===== config.mk =====
export PLATFORM = sky130hd
export DESIGN_NAME = fifo_rr_drain
export DESIGN_NICKNAME = d
export VERILOG_FILES = /design/src/rtl/arb_pkg.sv /design/src/rtl/rr_pick.sv /design/src/rtl/fifo_rr_drain.sv
export SDC_FILE = /design/constraint.sdc
export NUM_CORES = 1
export LEC_CHECK = 0
export BUFFER_PORTS_ARGS = -buffer_cell sky130_fd_sc_hd__buf_4
export CORE_ASPECT_RATIO = 1.4
export CORE_UTILIZATION = 46
export DETAILED_ROUTE_END_ITERATION = 7
export GPL_TIMING_DRIVEN = 0
export PLACE_DENSITY = 0.84
export SYNTH_ARGS = -nofsm -noshare
export SYNTH_HDL_FRONTEND = slang
export SYNTH_SLANG_ARGS = --single-unit
export TNS_END_PERCENT = 100

===== constraint.sdc =====
create_clock -name clk -period 3.8 [get_ports clk]
set_input_delay 0.76 -clock clk [delete_from_list [all_inputs] [get_ports clk]]
set_output_delay 0.76 -clock clk [all_outputs]
set_load 0.01 [all_outputs]

===== src/rtl/arb_pkg.sv =====
// Shared arbiter definitions: FSM state encoding and index-width helper.
package arb_pkg;

   typedef enum logic [1:0] {
      StIdle    = 2'd0,
      StFetch   = 2'd1,
      StLoad    = 2'd2,
      StPresent = 2'd3
   } arb_state_e;

   // Bits needed to index n items; never less than 1 so a 1-channel index stays legal.
   function automatic int unsigned clog2(input int unsigned n);
      int unsigned w;
      w = 0;
      for (int unsigned i = 0; i < 32; i++) begin
         if ((64'd1 << i) < 64'(n)) w = i + 1;
      end
      return (w == 0) ? 1 : w;
   endfunction

endpackage


===== src/rtl/rr_pick.sv =====
// Rotate-priority search: first set bit of i_nonempty strictly after i_last, wrapping to 0.
module rr_pick
   import arb_pkg::*;
#(
   parameter int unsigned NCH = 4,
   parameter int unsigned CW  = clog2(NCH)
) (
   input  logic [NCH-1:0] i_nonempty,
   input  logic [CW-1:0]  i_last,
   output logic           o_hit,
   output logic [CW-1:0]  o_idx
);

   logic          w_hit_hi;
   logic          w_hit_lo;
   logic [CW-1:0] w_idx_hi;
   logic [CW-1:0] w_idx_lo;

   // Channels above i_last are searched before the wrapped ones; scanning downwards lets
   // the lowest index in each half overwrite higher ones.
   always_comb begin
      w_hit_hi = 1'b0;
      w_hit_lo = 1'b0;
      w_idx_hi = '0;
      w_idx_lo = '0;
      for (int k = int'(NCH) - 1; k >= 0; k--) begin
         if (i_nonempty[k]) begin
            if (CW'(k) > i_last) begin
               w_hit_hi = 1'b1;
               w_idx_hi = CW'(k);
            end else begin
               w_hit_lo = 1'b1;
               w_idx_lo = CW'(k);
            end
         end
      end
   end

   assign o_hit = w_hit_hi | w_hit_lo;
   assign o_idx = w_hit_hi ? w_idx_hi : w_idx_lo;

endmodule


===== src/rtl/fifo_rr_drain.sv =====
// Round-robin drain of NCH upstream FIFOs onto one channel-tagged valid/ready stream.
module fifo_rr_drain
   import arb_pkg::*;
#(
   parameter int unsigned NCH = 4,
   parameter int unsigned DW  = 8,
   parameter int unsigned AW  = 3,
   parameter int unsigned CW  = clog2(NCH)
) (
   input  logic              clk,
   input  logic              reset,
   input  logic [NCH*AW-1:0] fifo_records,
   input  logic [NCH*DW-1:0] fifo_rdata,
   output logic [NCH-1:0]    fifo_re,
   output logic [DW-1:0]     out_data,
   output logic [CW-1:0]     out_chan,
   output logic              out_valid,
   input  logic              out_ready
);

   if (NCH < 2 || NCH > 8) begin : g_bad_nch
      $error("fifo_rr_drain: NCH must be in 2..8");
   end

   arb_state_e    r_state;
   arb_state_e    w_state_next;
   logic [CW-1:0] r_grant;
   logic [CW-1:0] w_grant_next;
   logic [CW-1:0] r_last;
   logic [CW-1:0] w_last_next;
   logic [DW-1:0] r_out_data;
   logic [DW-1:0] w_data_next;
   logic [CW-1:0] r_out_chan;
   logic [CW-1:0] w_chan_next;
   logic          r_out_valid;
   logic          w_valid_next;

   logic [NCH-1:0] w_nonempty;
   logic           w_hit;
   logic [CW-1:0]  w_pick_idx;
   logic [DW-1:0]  w_sel_data;

   always_comb begin
      w_nonempty = '0;
      for (int k = 0; k < int'(NCH); k++) begin
         w_nonempty[k] = |fifo_records[k*AW +: AW];
      end
   end

   rr_pick #(
      .NCH (NCH),
      .CW  (CW)
   ) u_rr_pick (
      .i_nonempty (w_nonempty),
      .i_last     (r_last),
      .o_hit      (w_hit),
      .o_idx      (w_pick_idx)
   );

   always_comb begin
      w_sel_data = '0;
      for (int k = 0; k < int'(NCH); k++) begin
         if (r_grant == CW'(k)) w_sel_data = fifo_rdata[k*DW +: DW];
      end
   end

   always_comb begin
      w_state_next = r_state;
      w_grant_next = r_grant;
      w_last_next  = r_last;
      w_data_next  = r_out_data;
      w_chan_next  = r_out_chan;
      w_valid_next = r_out_valid;
      case (r_state)
         StIdle: begin
            if (w_hit) begin
               w_grant_next = w_pick_idx;
               w_state_next = StFetch;
            end
         end
         StFetch: begin
            w_state_next = StLoad;
         end
         StLoad: begin
            // rdata reflects the pop issued in FETCH from this cycle on.
            w_data_next  = w_sel_data;
            w_chan_next  = r_grant;
            w_valid_next = 1'b1;
            w_state_next = StPresent;
         end
         StPresent: begin
            if (r_out_valid && out_ready) begin
               w_valid_next = 1'b0;
               w_last_next  = r_grant;
               w_state_next = StIdle;
            end
         end
         default: begin
            w_state_next = StIdle;
         end
      endcase
   end

   always_ff @(posedge clk) begin
      if (reset) begin
         r_state     <= StIdle;
         r_grant     <= '0;
         r_last      <= CW'(NCH - 1);
         r_out_data  <= '0;
         r_out_chan  <= '0;
         r_out_valid <= 1'b0;
      end else begin
         r_state     <= w_state_next;
         r_grant     <= w_grant_next;
         r_last      <= w_last_next;
         r_out_data  <= w_data_next;
         r_out_chan  <= w_chan_next;
         r_out_valid <= w_valid_next;
      end
   end

   // Read enable comes only from registered state so it can never glitch on input changes.
   always_comb begin
      fifo_re = '0;
      for (int k = 0; k < int'(NCH); k++) begin
         if (r_state == StFetch && r_grant == CW'(k)) fifo_re[k] = 1'b1;
      end
   end

   assign out_data  = r_out_data;
   assign out_chan  = r_out_chan;
   assign out_valid = r_out_valid;

endmodule


==> impl_metrics.tcl, run 1 <==
set metrics [dict create \
    synth-seq-area-share_pct 32.3 \
    hold_path_class "flip-flop to flip-flop" \
    muxShareOfSynthArea_pct 28.5 \
    setup_viol 0 \
    dieArea_um2 2490 \
    worstSetupEndpointType "output pin" \
    overflow 0 \
    cts_tree "built" \
    status "finished, final reports clean" \
    ctsHoldBuffers 0 \
    clockBufferDepth 2 \
    cts_setup_buffers 0 \
    hold-worst-slack_ns 0.504 \
    critPathMaxStageDelay_ns 0.47 \
    critPathSlowestCell "dfxtp_1" \
    p_total_mw 0.701 \
    nets 221 \
    route.vias.total 1057 \
    synth-simple-area-share_pct 18.9 \
    final_cell_count_no_fill 191 \
    io_pins 62 \
    synth_xor_area_share_pct 0 \
    area_delta_synth_final_pct 48.7 \
    clock_sinks 17 \
    synth_fa_ha_area_share_pct 4.75 \
    drive_gt1_share_pct 46.7 \
    clock_latency_ns 0.30 \
    ys_warn_count 0 \
    most-common-layout-cells "buf_4, dfxtp_1, nor2_1" \
    htreeDepth 1 \
    viasPerCell 5.53 \
    required_ns 3.04 \
    drc 0 \
    cp_data_arrival_time_ns 1.52 \
    tns_ns 0 \
    dieWidth_um 42.4 \
    synth_top_family_by_area "multiplexers" \
    slew_violations 0 \
    ir_drop_v 0.000310 \
    first_pass_iters 4 \
    fill_cells 174 \
    synthCells 104 \
    path_class "flip-flop to output pin" \
    core_area_um2 2180 \
    worstPathMaxFanout 10 \
    routed_wl_um 2660 \
    diodes 0 \
    grt_pass1_wl_um 4360 \
    antenna_found_initial 0 \
    numCtsBuffers 3 \
    cp-start-kind "flip-flop" \
    wire_per_inst_um 13.9 \
    rows 20 \
    die_h_um 58.6 \
    synth_cell_types 31 \
    utilization_pct 72.0 \
    power.leakage_nw 0.725 \
    avgSynthCellArea_um2 10.1 \
    port_buffers 61 \
    maxCapViolCount 0 \
    layout_commonest_cell "buf_4" \
    drtIter0Drc 19 \
    ys_seq_elements 17 \
    hold_viol 0 \
    powerDensity_nw_per_um2 447 \
    post_cts_resize_count 0 \
    first_global_vias 1012 \
    place_congestion 0.851 \
    dp_hpwl_um 2190 \
    timing.slew.headroom_pct 49.9 \
    max_freq_mhz 438 \
    synth-compound-area-share_pct 11.5 \
    grt_max_degree 11 \
    netlist_area_um2 1050 \
    syn_nets 155 \
    min_period_over_period_pct 60.1 \
    dp.cells 187 \
    path_clk_slew_ns 0.10 \
    fin_skew_ns 0.00121 \
    track_usage_pct 22.6 \
    start_util_pct 48.4 \
    path_cells "clkbuf_1, and3_1, buf_4" \
    yosys-top-cells-area "dfxtp_1, mux4_2, mux2i_1" \
    synth_top_cell_area_share_pct 32.3 \
    cts-root-buf "clkbuf_4" \
    tightestPinTransition_ns 0.751 \
    synth.largest_area_cell "dfxtp_1" \
    rsz0062_at_grt "false" \
    min_period_ns 2.28 \
    ant_nets 0 \
]
-- flip-flops by register name, summed over array words and instances (netlist names) --
register / count
out_valid: 1
out_data: 8
r_state: 2
r_last: 2
r_grant: 2
out_chan: 2
-- cell usage after synthesis (all sizes together) --
master,number
nor3b,2
buf,3
a211oi,1
mux4,8
nor3,5
nor4,1
nor2,13
a22oi,1
ha,4
nand2b,1
a21boi,1
dfxtp,17
a221oi,1
nand3,2
inv,4
o21ai,2
a21oi,2
and3,2
clkbuf,2
nand2,9
a211o,1
nor2b,1
o21a,1
o22ai,2
o41ai,1
mux2i,12
or3,4
o211ai,1
-- metal layers --
| layer | share of wire (%) | GRT usage [%] |
|---|---|---|
| met5 | 0 | 0 |
| met4 | 2.3 | 10.3 |
| met3 | 6.2 | 3.68 |
| met2 | 55 | 41.3 |
| met1 | 36 | 25.5 |
-- stage by stage --
stage / area (um2) / worst slack [ns]
after floorplan: 1050 / 1.74
after global placement: 1540 / 1.57
after detailed placement: 1540 / 1.56
after CTS: 1570 / 1.49
after global routing: 1570 / 1.39
final: 1570 / 1.52
-- cell type report --
cell class	count	area, um2	area share, %
inverter	4	15.0	0.958
multi-input combinational	78	671	42.8
tap	22	27.5	1.76
sequential	17	340	21.7
clock buffer	3	22.5	1.44
timing repair buffer	61	458	29.2
clock inverter	1	5.00	0.319
buffer	5	27.5	1.76
-- path summary, 6_finish.rpt --
check | start | to | slack, ns | cells after the start
setup / recovery | r_grant[1]$_SDFFE_PP0P_ | fifo_re[2] | 1.52 | 3
hold / removal | out_data[5]$_SDFFE_PP0P_ | out_data[5]$_SDFFE_PP0P_ | 0.50 | 2
setup reg to reg | r_state[0]$_SDFFE_PP0P_ | out_data[6]$_SDFFE_PP0P_ | 2.11 | 5
hold reg to reg | out_data[5]$_SDFFE_PP0P_ | out_data[5]$_SDFFE_PP0P_ | 0.50 | 2
-- power breakdown --
part | internal, mW | switching, mW | total (mW)
logic | 0.198 | 0.157 | 0.355
clock network | 0.0393 | 0.0608 | 0.100
registers | 0.215 | 0.0311 | 0.246
total | 0.452 | 0.249 | 0.701
-- cells by family after synthesis --
family,Yosys count
compound gates,14
fa+ha+maj,4
buf+inv,9
flops,17
mux,20
simple gates,40
-- critical path, delay by kind of cell (launching register included) --
kind	cells	cell delay (ns)
flip-flops	1	0.47
buffers and inverters	2	0.52
AND/OR/NAND/NOR	1	0.24
No activity file was read; power rests on OpenSTA's default activity.
==> run 2, diff against run 1 <==
--- a/config.mk
+++ b/config.mk
@@ -5,12 +5,13 @@
 export SDC_FILE = /design/constraint.sdc
 export NUM_CORES = 1
 export LEC_CHECK = 0
+export ABC_AREA = 1
 export BUFFER_PORTS_ARGS = -buffer_cell sky130_fd_sc_hd__buf_4
 export CORE_ASPECT_RATIO = 1.4
-export CORE_UTILIZATION = 46
+export CORE_UTILIZATION = 39
 export DETAILED_ROUTE_END_ITERATION = 7
 export GPL_TIMING_DRIVEN = 0
-export PLACE_DENSITY = 0.84
+export PLACE_DENSITY = 0.75
 export SYNTH_ARGS = -nofsm -noshare
 export SYNTH_HDL_FRONTEND = slang
 export SYNTH_SLANG_ARGS = --single-unit
==> constraint.sdc (replaced) <==
create_clock -name clk -period 1.89 [get_ports clk]
set_input_delay 0.378 -clock clk [delete_from_list [all_inputs] [get_ports clk]]
set_output_delay 0.378 -clock clk [all_outputs]
set_load 0.01 [all_outputs]
==> impl_metrics.tcl, run 2 <==
set metrics [dict create \
    first_pass_iters 4 \
    clockBufferDepth 2 \
    ys_async_sr_fraction_pct 0 \
    most-common-layout-cells "buf_4, nand2_1, inv_1" \
    setup_viol 0 \
    cts_setup_buffers 0 \
    die_h_um 64.5 \
    drc 0 \
    cp-start-kind "flip-flop" \
    synth-simple-area-share_pct 33.1 \
    p_sw_share_pct 42.2 \
    diodes 0 \
    critPathMaxStageDelay_ns 0.41 \
    ir_drop_v 0.000666 \
    p_int_mw 0.970 \
    syn_nets 212 \
    ant_nets 0 \
    combPwrFrac_pct 54.8 \
    route.vias.total 1250 \
    overflow 0 \
    synth-compound-area-share_pct 20.3 \
    synth-edff-count 0 \
    routed_wl_um 2820 \
    avgSynthCellArea_um2 6.77 \
    grt_max_degree 11 \
    synth-seq-area-share_pct 31.2 \
    layout_commonest_cell "buf_4" \
    synth_top_family_by_area "simple AND/OR/NAND/NOR gates" \
    path_class "flip-flop to output pin" \
    drtIter0Drc 26 \
    rows 22 \
    synth_fa_ha_area_share_pct 4.59 \
    synthCells 161 \
    required_ns 1.51 \
    rsz0062_at_grt "false" \
    cp_data_arrival_time_ns 1.30 \
    worstPathMaxFanout 4 \
    ys_warn_count 0 \
    synth.largest_area_cell "dfxtp_1" \
    netlist_area_um2 1090 \
    start_util_pct 41.2 \
    cts-root-buf "clkbuf_4" \
    track_usage_pct 21.9 \
    wire_per_inst_um 10.7 \
    worstSetupEndpointType "output pin" \
    antenna_found_initial 0 \
    tightestPinTransition_ns 0.451 \
    clock_latency_ns 0.29 \
    synth_commonest_cells "nand2_1, inv_1, nor2_1" \
    path_clk_slew_ns 0.10 \
    grt_pass1_wl_um 4960 \
    met3_length_um 190 \
    area_delta_synth_final_pct 48.6 \
    port_buffers 61 \
    powerDensity_nw_per_um2 1040 \
    muxShareOfSynthArea_pct 0 \
    wl_met2_um 1430 \
    path_cells "inv_1, ha_1, inv_1, nor2_1, buf_4" \
    power_frac_clock_pct 12.0 \
    pwr-share-seq_pct 33.3 \
    first_global_vias 1241 \
    hold_path_class "input pin to flip-flop" \
    nets 278 \
    yosys-top-cells-area "dfxtp_1, nand2_1, inv_1" \
    cts_tree "built" \
    dieArea_um2 3010 \
    numCtsBuffers 3 \
    utilization_pct 61.3 \
    synth_top_cell_area_share_pct 31.2 \
    viasPerCell 4.77 \
    min_period_over_period_pct 88.7 \
    tns_ns 0 \
    maxCapViolCount 0 \
    max_freq_mhz 596 \
    clock_sinks 17 \
    dieWidth_um 46.7 \
    post_cts_resize_count 0 \
    cp_num_buf_inv 3 \
    htreeDepth 1 \
    largest_reg_flops 8 \
    synth_most_common_cell "nand2_1" \
    synth_xor_area_share_pct 0 \
    io_pins 62 \
    crit_top_cell "inv_1" \
    core_area_um2 2640 \
    ys_seq_elements 17 \
    crit_family "flip-flops" \
    place_congestion 0.851 \
    timing.slew.headroom_pct 69.9 \
    ys.flop_type "dfxtp_1" \
    power.switching_mw 0.709 \
    ctsHoldBuffers 0 \
    wl_met1_um 1150 \
    synth_cell_types 23 \
    critPathSlowestCell "dfxtp_1" \
    hold_viol 0 \
    drive_gt1_share_pct 38.9 \
    fin_skew_ns 0.00481 \
    status "finished, final reports clean" \
    p_total_mw 1.68 \
    power.leakage_nw 0.839 \
    top_layer "met4" \
    dp_hpwl_um 2270 \
    min_period_ns 1.68 \
    slew_violations 0 \
]
run 2: per-layer routing:
layer	vias up	global-route usage [%]
met3	4	5.01
met5	-	0
met1	533	24.3
li1	664	-
met4	0	8.93
met2	49	38.2
run 2: worst reg2reg max path: stages (launching register included):
cell	delay, ns
dfxtp_1	0.35
inv_1	0.11
ha_1	0.22
clkbuf_1	0.32
o21ai_0	0.15
a31oi_1	0.15
run 2: area by class of cell:
class / instances / area [um2]
fillers: 294 / 1020
multi-input cells: 114 / 632
repair buffers: 61 / 458
flip-flops and latches: 17 / 340
inverters: 26 / 97.6
well taps: 36 / 45.0
clock buffers: 4 / 26.3
plain buffers: 4 / 20.0
run 2: cells by family after synthesis:
kind of cell    Yosys count
compound gates           36
fa+ha+maj                 4
buf+inv                  30
flops                    17
simple gates             74
run 2: worst paths after layout:
| path | from | to | slack, ns | depth (start not counted) |
|---|---|---|---|---|
| max | r_state[1]$_SDFFE_PP0P_ | fifo_re[3] | 0.21 | 5 |
| min | reset | r_grant[1]$_SDFFE_PP0P_ | 0.25 | 2 |
| max reg2reg | r_state[0]$_SDFFE_PP0P_ | out_data[5]$_SDFFE_PP0P_ | 0.53 | 5 |
| min reg2reg | r_last[1]$_SDFFE_PP1P_ | r_last[1]$_SDFFE_PP1P_ | 0.53 | 2 |
run 2: power by group through the flow:
stage | Combinational, mW | Clock, mW | Sequential (mW)
after floorplan | 0.529 | 0 | 0.592
after global placement | 0.923 | 0 | 0.562
after detailed placement | 0.925 | 0 | 0.566
after CTS | 0.929 | 0.202 | 0.558
after global routing | 1.04 | 0.224 | 0.576
final | 0.919 | 0.201 | 0.558
run 2: stage by stage:
step	cell area, um2	setup WS (ns)	std cells	hold WS (ns)
2_1_floorplan	1090	0.666	161	0.445
3_3_place_gp	1590	0.443	258	0.513
3_5_place_dp	1590	0.428	258	0.517
4_1_cts	1620	0.190	262	0.248
5_1_grt	1620	0.0925	262	0.243
6_report	1620	0.213	262	0.247
